<file path="src/rtl/half_adder.sv">
// Multi-lane half adder with a combinational sum/carry path and a registered copy qualified by in_valid.
// Optional carry-event counter (carry_cnt) is built only when HALF_ADDER_STATS_EN is defined.
module half_adder #(
   parameter int WIDTH = 1,
   parameter int CNT_W = 16
) (
   input  logic             clk,
   input  logic             rst,
   input  logic [WIDTH-1:0] in1,
   input  logic [WIDTH-1:0] in2,
   input  logic             in_valid,
   output logic [WIDTH-1:0] sum,
   output logic [WIDTH-1:0] carry,
   output logic [WIDTH-1:0] sum_q,
   output logic [WIDTH-1:0] carry_q,
   output logic             out_valid
`ifdef HALF_ADDER_STATS_EN
   ,
   output logic [CNT_W-1:0] carry_cnt
`endif
);

   // Lanes are fully independent: bitwise ops, no carry chain between bits.
   always_comb begin
      sum   = in1 ^ in2;
      carry = in1 & in2;
   end

   always_ff @(posedge clk) begin
      if (rst) begin
         sum_q     <= '0;
         carry_q   <= '0;
         out_valid <= 1'b0;
      end else begin
         out_valid <= in_valid;
         if (in_valid) begin
            sum_q   <= sum;
            carry_q <= carry;
         end
      end
   end

`ifdef HALF_ADDER_STATS_EN
   // Saturating count of accepted inputs that produced at least one carry bit.
   always_ff @(posedge clk) begin
      if (rst) begin
         carry_cnt <= '0;
      end else if (in_valid && (|carry) && !(&carry_cnt)) begin
         carry_cnt <= carry_cnt + 1'b1;
      end
   end
`endif

endmodule

</file>
<file path="config.mk">
export PLATFORM = sky130hd
export DESIGN_NAME = half_adder
export DESIGN_NICKNAME = d
export VERILOG_FILES = /design/src/rtl/half_adder.sv
export SDC_FILE = /design/constraint.sdc
export NUM_CORES = 1
export LEC_CHECK = 0
export CAP_MARGIN = 20
export CORE_AREA = 4 4 41 43
export DETAILED_ROUTE_END_ITERATION = 7
export DIE_AREA = 0 0 45 47
export GPL_ROUTABILITY_DRIVEN = 1
export PLACE_DENSITY_LB_ADDON = 0.08
export RECOVER_POWER = 50
export SETUP_SLACK_MARGIN = 0.2
export SYNTH_ARGS = -nofsm -noshare
export SYNTH_HDL_FRONTEND = slang
export SYNTH_SLANG_ARGS = --single-unit
</file>
<file path="constraint.sdc">
create_clock -name clk -period 0.8 [get_ports clk]
set_clock_uncertainty 0.1 [all_clocks]
set_input_delay 0.16 -clock clk [delete_from_list [all_inputs] [get_ports clk]]
set_output_delay 0.16 -clock clk [all_outputs]
set_load 0.005 [all_outputs]
</file>
Word-level counts from Yosys, hierarchy flattened

Index checks and enable logic that the tools add are counted.

Register bits: 3
Output and inout port bits: 5
Word-level logic and storage cells: 5

Bitwise operators: 2

Operator list:

| cell      | count |
|---|---|
| AND 1 bit | 1 |
| XOR 1 bit | 1 |

Longest topological paths before layout

Gate-level depths: netlist of the first run.

Depth after elaboration: 1
Gate-level depth with buffers: 3

Worst setup path after synthesis of the first run

No wires, ideal clock.

Kind: input port to flip-flop
Start: input port in1
End: register sum_q
Library setup time: 114 ps
Data arrival time: 629 ps
Slack: -43 ps
Stages on the path: 3
Path buffers: 0
Path through: ha_1 > mux2i_1 > nor2_1

Longest elaborated chain between the ends: 1

RTL lines:

| item                   | line | source |
|---|---|---|
| start: declaration     | 9    | `input logic [WIDTH-1:0] in1,` |
| XOR 1 bit              | 25   | `sum = in1 ^ in2;` |
| end signal: assignment | 37   | `sum_q <= sum;` |
| end: declaration       | 14   | `output logic [WIDTH-1:0] sum_q,` |

No other way between the ends.
A chain may end at the register's enable or synchronous reset.

Worst setup path in the final report of the first run

Start: register sum_q
End: output port sum_q

No word-level cell between the ends.

==> implementation parameters, run 1 <==
Parameter                              Value

Yosys
  Share of synthesized area occupied by flip-flops and latches ... 56.5%
  Number of different library cells in the post-synthesis netlist ... 5
  Synthesized netlist cell count ... 9
  Post-synthesis sequential element count ... 3
  Yosys synthesis warning count ... 0
  Mean area per synthesized cell ... ~12 um^2
  Total standard cell area after synthesis ... about 110 um^2
  Synthesized Nets ... 15

Worst setup path
  Endpoint of the worst-slack reg-to-reg timing path ... carry_q
  Sum of buffers and inverters on the critical path ... 1
  Crit Reg-Reg Startpoint ... carry_q
  Largest delay contributor family on the critical path ... flip-flops
  Crit-path max cell delay ... about 0.32 ns
  Element type at the critical path end ... output port
  Largest fanout on the critical path ... 2
  Kind of start point of the critical path ... register
  Depth of the worst register-to-register path ... 2
  Startpoint of the worst setup timing path ... sum_q
  Internal reg-to-reg setup slack ... approximately 0.08 ns
  Cells along the critical path ... buf_6
  Critical path start-end classification ... reg -> out
  CP Data Arrival Time ... between 0.6 and 0.7 ns
  Max stage delay cell, worst path ... sky130_fd_sc_hd__dfxtp_2
  Required time worst endpoint ... around 0.54 ns

Die
  # IOs ... 10
  Number of placement rows ... 13
  Initial Utilization ... 8.17%
  Area of the die ... roughly 2100 um^2
  Core footprint ... 1300 um^2
  Die H ... between 40 and 50 um
  Floorplan die width ... between 40 and 50 um

Pwr
  Leakage ... 0.000129 uW
  Power density over cell area ... 1920 nW/um^2
  Clock power share ... around half
  Fraction of power consumed by sequential logic ... ~31%
  Total internal power ... 416 uW
  Switching power summed over all nets ... between 100 and 150 uW
  Switching share of power ... 21.3%
  Post-route total power ... 528 uW
  Maximum vdd drop ... ~1.1 mV
  Combinational group share of total power ... a little under a fifth

Hold path
  Endpoint, Worst Hold ... sum_q
  Min-Delay Path Depth ... 2
  Worst hold path class ... in -> reg
  Hold_sp ... rst

Drt
  Residual DRC count ... 0
  Antenna viol nets, final ... 0
  Via-to-Cell Ratio ... ~3.0
  Total via count after detailed routing ... around 120
  First-pass DRT Iterations ... 2
  Detailed-route wire length ... ~360 um
  Iter 0 DRT Violations ... 2
  WL/cell ... 9.23 um

GRT
  Total global-route track usage ... 4.50%
  Wire length of the first global-routing pass ... 572 um
  Remaining global-route overflow ... 0
  Vias in the first global route ... 137
  Largest net degree at the start of global routing ... 4
  Initial antenna violation count ... 0

Clocking
  Quantity of hold-fixing buffers added after cts ... 0
  Clock insertion delay at the later pin of the skew report ... around 0.23 ns
  Register clock-pin slew on the reported worst setup and hold paths ... 0.04 ns
  Clk root buf ... sky130_fd_sc_hd__clkbuf_4
  Num CTS Buffers ... 3
  CTS HTree Levels ... 1
  TritonCTS clock tree ... done
  Maximum buffer depth of the clock tree ... 2
  Sinks on Clock Net ... 3

Timing
  Shortest clock period the worst path allows after layout ... slightly above 0.9 ns
  Least-Margin Pin Slew ... between 0.1 and 0.15 ns
  Least setup slack across all paths after layout ... -0.117 ns
  Unrepaired setup endpoints after global routing ... yes
  Post-route clock period utilization ... 115%
  Post-Route Setup TNS ... -0.380 ns
  Count of endpoints failing hold in the final timing report ... 0
  Final number of setup-violating endpoints ... 4
  Max_slew headroom ... about nine tenths
  Final slew viol count ... 0
  Achievable clock frequency ... around 1100 MHz

Cells and area
  Post-layout nets ... 31
  Fraction of layout cells with a size suffix above 1 ... about 63%
  Area Overhead vs Synth ... 159%
  Area taken by multi-input logic gates ... about 60 um^2
  Register Area ... around 63 um^2
  Fillers ... between 150 and 200
  Inserted Diodes ... 0

Run status
  Failing checks ... setup timing
  Run status ... finished, violations left

Flow run
  Max-cap viol count ... 0

Placement
  Post-DP HPWL ... around 260 um
  Input/output buffers ... 9
  RD Place Congestion ... 0.591
[cells in the final DEF, fill, tap and decap left out, types with 2 or more instances in the layout]
cell type,n
sky130_fd_sc_hd__clkbuf_4,3
sky130_fd_sc_hd__mux2i_1,2
sky130_fd_sc_hd__nor2_1,2
sky130_fd_sc_hd__buf_6,7
sky130_fd_sc_hd__dfxtp_2,2
sky130_fd_sc_hd__dlygate4sd2_1,2
[stage by stage]
step	std cells	utilization [%]	area, um^2	hold slack [ns]	setup WS [ns]
finish	39	21.2	275	0.175	-0.117
global placement	34	18.1	235	0.389	-0.844
floorplan	9	-	119	0.132	0.0458
detailed placement	34	18.1	235	0.383	-0.848
CTS	39	20.2	263	0.159	-0.129
global route	39	21.2	275	0.189	-0.153
[logic make-up (layout without fill, tap and decap cells)]
logic type,after synthesis,count (layout),synth area share [%]
adder cells (fa/ha/maj),1,1,11.8
buffers and inverters,0,15,0
flip-flops,3,3,56.5
multiplexers,2,2,18.8
AND/OR/NAND/NOR,3,3,12.9
[registers in the layout, indices dropped and copies added, names as in the netlist]
name	count
out_valid	1
carry_q	1
sum_q	1
[cells in the mapped netlist]
library cell | n | area [um^2]
sky130_fd_sc_hd__dfxtp_1 | 3 | 60.1
sky130_fd_sc_hd__mux2i_1 | 2 | 20.0
sky130_fd_sc_hd__nor2_1 | 2 | 7.51
sky130_fd_sc_hd__ha_1 | 1 | 12.5
sky130_fd_sc_hd__nor2b_1 | 1 | 6.26
[final cells by class]
class	instances	share of cell area, %
flip-flops and latches	3	22.7
repair buffers	11	39.5
well taps	15	6.82
clock buffers	4	9.55
multi-input cells	6	21.4
[per-layer routing]
layer  wire length (um)  global-route usage (%)  up-vias  share of wire (%)
met5                  0                       0        -                  0
met4                  0                    3.51        0                  0
met3                 45                    4.98        0                 13
met2                183                    6.50        5                 51
met1                131                    3.39       53                 36
li1                   -                       -       59                  -
[worst max-delay path by stage]
stage	to	slack, ns	cells after the start
3_3_place_gp	sum	-0.84	3
6_report	sum_q	-0.12	1
3_5_place_dp	sum	-0.85	3
4_1_cts	carry_q	-0.13	1
5_1_grt	sum_q	-0.15	1
2_1_floorplan	sum_q	0.05	3
[power groups by stage]
stage	registers, uW	clock network (uW)	logic (uW)
after floorplan	166	0	22.5
after global placement	165	0	88.3
after detailed placement	165	0	87.5
after CTS	163	283	93.7
after global routing	166	300	107
final	165	265	98.4
[timing repair]
action	in CTS	in global routing
buffers inserted	1	0
gates resized for setup	37	2
hold endpoints to repair	0	0
pin swaps	2	2
setup endpoints to repair	8	7
Note: power is estimated with default switching activity, not from simulation.
==> inputs of run 2 (changes only) <==
--- a/config.mk
+++ b/config.mk
@@ -13,6 +13,7 @@
 export PLACE_DENSITY_LB_ADDON = 0.08
 export RECOVER_POWER = 50
 export SETUP_SLACK_MARGIN = 0.2
+export SLEW_MARGIN = 30
 export SYNTH_ARGS = -nofsm -noshare
 export SYNTH_HDL_FRONTEND = slang
 export SYNTH_SLANG_ARGS = --single-unit
==> results of run 2 <==
Same layout as run 1: the final DEF is identical, and so are final timing and power.
